--- config.mk ---
export PLATFORM = sky130hd
export DESIGN_NAME = tcdm_bank_adapter
export DESIGN_NICKNAME = d
export VERILOG_FILES = /design/src/rtl/tcdm_bank_adapter.sv
export SDC_FILE = /design/constraint.sdc
export NUM_CORES = 1
export LEC_CHECK = 0
export BUFFER_PORTS_ARGS = -buffer_cell sky130_fd_sc_hd__buf_4
export CAP_MARGIN = 20
export CORE_MARGIN = 4
export CORE_UTILIZATION = 38
export CTS_CLUSTER_SIZE = 10
export DETAILED_ROUTE_END_ITERATION = 7
export PLACE_DENSITY = 0.66
export RECOVER_POWER = 25
export SYNTH_ARGS = -nofsm -noshare
export SYNTH_HDL_FRONTEND = slang
export SYNTH_SLANG_ARGS = --single-unit
--- constraint.sdc ---
create_clock -name clk_i -period 2.2 [get_ports clk_i]
set_input_delay 0.11 -clock clk_i [delete_from_list [all_inputs] [get_ports clk_i]]
set_output_delay 0.11 -clock clk_i [all_outputs]
set_load 0.02 [all_outputs]
--- src/rtl/tcdm_bank_adapter.sv ---
// Purpose: adapts a valid/ready TCDM request port with IDs to a req/gnt bank shim with
//          fixed one-cycle read latency, returning responses in order through a credit-checked FIFO.
// Latency: accept to rsp_valid_o is 2 cycles (1 cycle with TCDM_BANK_ADAPTER_BYPASS_EN defined).
// Backpressure: requests are refused unless a response slot is guaranteed; gnt low stalls acceptance only.
// Ports: req_* upstream request channel, rsp_* response channel, bank_* shim interface.
// Optional macro TCDM_BANK_ADAPTER_BYPASS_EN: an empty FIFO forwards bank_rdata_i straight to rsp_*.
module tcdm_bank_adapter #(
    parameter int AddrMemWidth = 32,
    parameter int DataWidth    = 64,
    parameter int IdWidth      = 4,
    parameter int RspDepth     = 2
) (
    input  logic                      clk_i,
    input  logic                      rst_ni,
    input  logic                      req_valid_i,
    output logic                      req_ready_o,
    input  logic [AddrMemWidth-1:0]   req_addr_i,
    input  logic [3:0]                req_amo_i,
    input  logic                      req_wen_i,
    input  logic [DataWidth-1:0]      req_wdata_i,
    input  logic [DataWidth/8-1:0]    req_be_i,
    input  logic [IdWidth-1:0]        req_id_i,
    output logic                      rsp_valid_o,
    input  logic                      rsp_ready_i,
    output logic [DataWidth-1:0]      rsp_rdata_o,
    output logic [IdWidth-1:0]        rsp_id_o,
    output logic                      bank_req_o,
    input  logic                      bank_gnt_i,
    output logic [AddrMemWidth-1:0]   bank_add_o,
    output logic [3:0]                bank_amo_o,
    output logic                      bank_wen_o,
    output logic [DataWidth-1:0]      bank_wdata_o,
    output logic [DataWidth/8-1:0]    bank_be_o,
    input  logic [DataWidth-1:0]      bank_rdata_i
);

    localparam int PtrW = (RspDepth > 1) ? $clog2(RspDepth) : 1;
    localparam int CntW = $clog2(RspDepth + 1);
    localparam int SumW = CntW + 1;

    typedef struct packed {
        logic [DataWidth-1:0] rdata;
        logic [IdWidth-1:0]   id;
    } rsp_t;

    rsp_t               mem_q [RspDepth];
    rsp_t               mem_d [RspDepth];
    logic [PtrW-1:0]    wr_ptr_q, wr_ptr_d;
    logic [PtrW-1:0]    rd_ptr_q, rd_ptr_d;
    logic [CntW-1:0]    count_q, count_d;
    logic               inflight_q, inflight_d;
    logic [IdWidth-1:0] inflight_id_q, inflight_id_d;

    logic fifo_nonempty;
    logic rsp_vld;
    logic pop;
    logic fifo_push;
    logic fifo_pop;
    logic credit_ok;
    logic accept;
    rsp_t head;

    function automatic logic [PtrW-1:0] ptr_inc(input logic [PtrW-1:0] p);
        return (p == PtrW'(RspDepth - 1)) ? '0 : p + PtrW'(1);
    endfunction

    // Response side: FIFO head, or the bank data directly when bypass applies.
    always_comb begin
        fifo_nonempty = (count_q != '0);
        head          = mem_q[rd_ptr_q];
`ifdef TCDM_BANK_ADAPTER_BYPASS_EN
        rsp_vld     = fifo_nonempty | inflight_q;
        rsp_rdata_o = fifo_nonempty ? head.rdata : bank_rdata_i;
        rsp_id_o    = fifo_nonempty ? head.id    : inflight_id_q;
        pop         = rsp_vld & rsp_ready_i;
        // A bypassed beat consumed this cycle never enters the FIFO.
        fifo_push   = inflight_q & ~(~fifo_nonempty & rsp_ready_i);
`else
        rsp_vld     = fifo_nonempty;
        rsp_rdata_o = head.rdata;
        rsp_id_o    = head.id;
        pop         = rsp_vld & rsp_ready_i;
        fifo_push   = inflight_q;
`endif
        fifo_pop    = pop & fifo_nonempty;
    end

    assign rsp_valid_o = rsp_vld;

    // count + inflight - pop < RspDepth, rearranged to avoid underflow.
    assign credit_ok   = ({1'b0, count_q} + SumW'(inflight_q)) < (SumW'(RspDepth) + SumW'(pop));
    assign bank_req_o  = req_valid_i & credit_ok;
    assign req_ready_o = bank_gnt_i & credit_ok;
    assign accept      = req_valid_i & req_ready_o;

    assign bank_add_o   = req_addr_i;
    assign bank_amo_o   = req_amo_i;
    assign bank_wen_o   = req_wen_i;
    assign bank_wdata_o = req_wdata_i;
    assign bank_be_o    = req_be_i;

    always_comb begin
        inflight_d    = accept;
        inflight_id_d = accept ? req_id_i : inflight_id_q;
        mem_d         = mem_q;
        wr_ptr_d      = wr_ptr_q;
        rd_ptr_d      = rd_ptr_q;
        count_d       = count_q;
        if (fifo_push) begin
            mem_d[wr_ptr_q] = '{rdata: bank_rdata_i, id: inflight_id_q};
            wr_ptr_d        = ptr_inc(wr_ptr_q);
        end
        if (fifo_pop) begin
            rd_ptr_d = ptr_inc(rd_ptr_q);
        end
        case ({fifo_push, fifo_pop})
            2'b10:   count_d = count_q + CntW'(1);
            2'b01:   count_d = count_q - CntW'(1);
            default: count_d = count_q;
        endcase
    end

    always_ff @(posedge clk_i or negedge rst_ni) begin
        if (!rst_ni) begin
            for (int i = 0; i < RspDepth; i++) begin
                mem_q[i] <= '0;
            end
            wr_ptr_q      <= '0;
            rd_ptr_q      <= '0;
            count_q       <= '0;
            inflight_q    <= 1'b0;
            inflight_id_q <= '0;
        end else begin
            mem_q         <= mem_d;
            wr_ptr_q      <= wr_ptr_d;
            rd_ptr_q      <= rd_ptr_d;
            count_q       <= count_d;
            inflight_q    <= inflight_d;
            inflight_id_q <= inflight_id_d;
        end
    end

endmodule

* Yosys cells after proc, flatten, opt, wreduce, memory -nomap -nowiden
Index checks and enable logic that the tools add are counted.
** Storage, ports and cells
- Bits in registers :: 145
- Input port bits :: 182
- Output and inout bits :: 180
- Logic and storage cells :: 40
** Cells by class
- Add/subtract/negate cells :: 6
- Magnitude comparators :: 4
- Equal/unequal tests :: 2
- Mux-type cells :: 9
- Bitwise gates (word level) :: 7
- Reductions and logical operators :: 3
** Operators with widths (count)
- $mux W68 :: 4
- $bwmux W136 :: 1
- $demux W68 S1 :: 1
- $and A1 B1 Y1 :: 5
- $ge A2 B2 Y1 const B :: 2
- $not A1 Y2 :: 2
- $pmux W2 S2 :: 1
- $reduce_bool A2 Y1 :: 2
- $add A2 B1 Y3 :: 1
- $add A2 B1 Y3 const A :: 1
- $lt A3 B3 Y1 :: 1
- $add A1 B1 Y1 const B :: 2
- $add A2 B1 Y2 const B :: 1
- $eq A2 B1 Y1 const B :: 1
- $eq A2 B2 Y1 const B :: 1
- $lt A2 B1 Y1 const B :: 1
- $mux W1 :: 2
- $sub A2 B1 Y2 const B :: 1
- $logic_and A1 B1 Y1 :: 1

* Longest topological paths before layout
- Depth after elaboration :: 6
- Gate-level depth with buffers :: 6
- Mapped depth without buffers :: 6

* Least setup slack after synthesis
OpenSTA, ideal clock, no wires.
- Kind :: flip-flop to flip-flop
- Start point :: register count_q[0]
- End point :: register inflight_id_q[0]
- Setup time :: 125 ps
- Arrival time :: 1757 ps
- Data required time :: 2075 ps
- Path slack :: 318 ps
- Cell stages (with the launch flop) :: 7
- Path buffers :: 1
- Clock period less this slack :: 1882 ps
- Cells stage by stage :: dfrtp_1 ha_1 ha_1 o21a_1 or3_1 buf_6 mux2_4
** On the way
- Cells in the longest elaborated chain, start to end :: 6
- Elaborated cells between the ends (all ways) :: 7
- Classes of those cells :: 2 x add/sub; 1 x order compare; 3 x bitwise; 1 x reduce/logical
** RTL lines
- start: declaration :: RTL line 50 : logic [CntW-1:0] count_q, count_d;
- start signal: assignment :: RTL line 137 : count_q <= count_d;
- $reduce_bool A2 Y1 :: RTL line 69 : fifo_nonempty = (count_q != '0);
- $and A1 B1 Y1 :: RTL line 82 : pop = rsp_vld & rsp_ready_i;
- $add A2 B1 Y3 :: RTL line 91 : assign credit_ok = ({1'b0, count_q} + SumW'(inflight_q)) < (SumW'(RspDepth) + SumW'(pop));
- $lt A3 B3 Y1 (*) :: RTL line 91
- $and A1 B1 Y1 (*) :: RTL line 93 : assign req_ready_o = bank_gnt_i & credit_ok;
- $and A1 B1 Y1 (*) :: RTL line 94 : assign accept = req_valid_i & req_ready_o;
- end signal: assignment :: RTL line 139 : inflight_id_q <= inflight_id_d;
- end: declaration :: RTL line 52 : logic [IdWidth-1:0] inflight_id_q, inflight_id_d;
Every way passes the cells marked *; elsewhere a longest branch is shown, timed or not.
A chain may end at the register's enable or synchronous reset.

* Worst setup path after layout
- Start point :: register rd_ptr_q
- End point :: output rsp_rdata_o[28]
** On the way
- Cells in the longest elaborated chain, start to end :: 4
** RTL lines
- start: declaration :: RTL line 49 : logic [PtrW-1:0] rd_ptr_q, rd_ptr_d;
- start signal: assignment :: RTL line 136 : rd_ptr_q <= rd_ptr_d;
- $not A1 Y2 (implied by the code) :: RTL line 70 : head = mem_q[rd_ptr_q];
- $mux W68 (implied by the code) (3 in series) :: RTL line 70
- end: declaration :: RTL line 25 : output logic [DataWidth-1:0] rsp_rdata_o,
Every way passes these cells. The select of a mux whose other input is x is not followed.

==> flow_summary_export.csv <==
group,metric,value,unit
cts,clkSinkCount,145,
grt,grt_overflow,0,
grt,grt_pass1_vias,4650,
synth,async_reset_ff_share,100,%
grt,grt_use_total,16.1,%
cts,h-tree-depth,4,
placed_design,port_buffers,143,
power_and_ir_drop,p_seq_share,33.3,%
placed_design,dp_hpwl,11600,um
outcome,status,"finished, violations left",
detailed_routing,wl_per_cell,19.4,um
layout,area_growth,26.7,%
setup_path,cp-end-kind,"primary output",
timing,max_freq,0.487,GHz
timing,rsz0062_at_grt,"false",
synth,yosysSeqAreaShare,51.4,%
cts,numCtsBuffers,17,
timing,hold_viol,0,
synth,synth_edf_count,0,
power_and_ir_drop,power_frac_comb,46.1,%
synth,avgSynthCellArea,13.9,um2
detailed_routing,wirelength,16700,um
floorplanning,rows,49,
synth,yosys.area.top_type_share,51.4,%
setup_path,r2r-start,"fifo_push$_DFF_PN0_",
detailed_routing,wl_met3,1140,um
synth,synth_warnings,0,
timing,worst_pin_slew,1.50,ns
setup_path,cp_max_fo,33,
layout,nNetsFinal,802,
detailed_routing,drc,0,
power_and_ir_drop,swShare,34.0,%
detailed_routing,drt_iter0_drc,113,
detailed_routing,avgViaCountPerCell,4.88,
setup_path,start_kind,"register",
cts,cts_buffer_depth,2,
detailed_routing,wl_met1,6070,um
floorplanning,dieWidth,144,um
detailed_routing,drt-pass1-iter-count,2,
grt,grt_max_degree,58,
grt,antenna_found_initial,0,
setup_path,critical_path_class,"reg2out",
layout,fin_cells,860,
floorplanning,start_util,38.9,%
timing,setup_violations,0,
synth,yosys.area.top_type,"dfrtp_1",
synth,mappedNetlistArea,7070,um2
floorplanning,die_area,20800,um2
floorplanning,ios,362,
cts,cts_setup_buffers,0,
worst_hold_path,min_from,"req_addr_i[0]",
timing,max_slew_margin,0.116,%
synth,ys_ff_latch,145,
detailed_routing,top_layer,"met4",
cts,cts_resized,0,
cts,cts_tree,"done",
timing,finClkSkew,0.00592,ns
timing,fin_tns_setup,0,ns
job,drv_cap,1,
timing,report.final.slew_viol_count,0,
grt,grt_pass1_wl,25600,um
placed_design,place_congestion,0.715,
floorplanning,die_h,144,um
power_and_ir_drop,p_int,9520,uW
floorplanning,coreArea,18100,um2
synth,ys_top_cells_by_count,"204 x mux2_2, 145 x dfrtp_1, 109 x buf_4",
synth,yosysUniqueCellTypes,19,
worst_hold_path,worst_hold_path_type,"in2out",
synth,synthTopCellsByArea,"dfrtp_1 51%, mux2_2 33%, buf_4 12%, buf_2 0.85%, mux2_4 0.85%",
timing,fin_crit,2.06,ns
timing,fin_crit_sh,93.4,%
synth,syn-num-nets,692,
detailed_routing,ant_nets,0,
detailed_routing,wl_met2,8430,um
setup_path,critPathArrivalTime,1.95,ns
power_and_ir_drop,p_per_area,1610,nW/um2
power_and_ir_drop,p_switching,4900,uW
outcome,violations,"capacitance limit",
cts,root_buffer,"clkbuf_16",
setup_path,startpoint,"rd_ptr_q$_DFFE_PN0P_",
placed_design,dp_cells,757,
power_and_ir_drop,irDropWorstVdd,831,uV
detailed_routing,vias,4201,
power_and_ir_drop,leakage,0.00401,uW
cts,clk_pin_slew,0.06,ns
synth,ys.flop_type,"dfrtp_1",
synth,yosysMostFrequentCell,"mux2_2",
power_and_ir_drop,clockPowerShare,20.6,%
cts,insertion_delay,0.41,ns
synth,synthCells,507,
layout,drive_above_1_share,63.0,%
setup_path,worst_ep_required_time,2.09,ns
layer usage:
layer  up-vias  global-route usage (%)
met1      2134                    17.3
met5         -                       0
met3        87                    4.63
li1       1858                       -
met2       122                    27.2
met4         0                    11.5
kinds of logic (layout without fill, tap and decap cells):
logic type	count (synthesis)	in the layout	share of synthesized area, %
multiplexers	208	208	33.4
flip-flops	145	145	51.4
buffers and inverters	135	258	13.3
AND/OR/NAND/NOR	9	9	0.620
XOR/XNOR	5	5	0.620
adder cells (fa/ha/maj)	3	3	0.531
AO/OA/AOI/OAI	2	2	0.230
other	0	1	0
final timing paths:
path                                                     end  slack [ns]  depth (start not counted)
max in group asynchronous              mem_q[75]$_DFFE_PN0P_        0.52                          3
worst max register to register  inflight_id_q[0]$_DFFE_PN0P_        0.23                          5
min in group asynchronous              mem_q[25]$_DFFE_PN0P_        0.61                          2
worst min register to register         mem_q[26]$_DFFE_PN0P_        0.50                          1
worst min-delay path                           bank_add_o[0]        0.22                          0
worst max-delay path                         rsp_rdata_o[28]        0.14                          3
worst max-delay path, stage by stage, from the launching register on:
cell and delay [ns]:
dfrtp_4 0.67, buf_12 0.26, mux2_2 0.39, buf_4 0.16
state kept, by name, indices dropped and copies added (netlist names):
register,flops
mem_q,136
inflight_id_q,4
count_q,2
fifo_push,1
rd_ptr_q,1
wr_ptr_q,1
power by group through the flow:
stage | registers (uW) | logic (uW) | clock network, uW
floorplan | 4510 | 4730 | 0
global placement | 4750 | 6530 | 0
detailed placement | 4860 | 6650 | 0
CTS | 4820 | 6780 | 3070
global route | 4990 | 7090 | 3180
finish | 4800 | 6640 | 2980
layout by cell type, fill, tap and decap left out, drive strengths merged:
cell type    synthesis  final
nand2                2      2
inv                  3      6
clkinvlp             0      1
or3                  1      1
dfrtp              145    145
clkinv               0      5
xnor2                3      3
diode                0      1
bufinv               0      3
and2                 2      2
o21a                 1      1
mux2               208    208
clkbuf               4     21
xor2                 2      2
or2                  1      1
o21ai                1      1
ha                   3      3
dlygate4sd3          0     70
nor2                 3      3
buf                128    152
through the flow:
| stage | utilization, % | hold WS (ns) | cell area (um2) | worst slack (ns) | power [uW] |
|---|---|---|---|---|---|
| after floorplan | - | -0.186 | 7070 | 0.318 | 9230 |
| after detailed placement | 42.1 | 0.121 | 7650 | 0.249 | 11500 |
| final | 49.3 | 0.220 | 8950 | 0.145 | 14400 |
| after CTS | 49.4 | 0.220 | 8960 | 0.103 | 14700 |
| after global placement | 42.1 | 0.119 | 7650 | 0.263 | 11300 |
| after global routing | 49.3 | 0.220 | 8950 | 0.0459 | 15300 |
cell type report:
class	count	area (um2)
antenna	1	2.50
fill	1553	9200
clock buffer	20	457
clock inverter	12	153
multi-input combinational	227	2510
sequential	145	3630
inverter	3	11.3
tap	229	287
timing repair buffer	223	1900
repair_timing:
action                     4_1_cts  5_1_grt
hold buffers                    70        0
hold endpoints to repair       187        0
setup endpoints to repair        0        0
No activity file was read; power rests on OpenSTA's default activity.
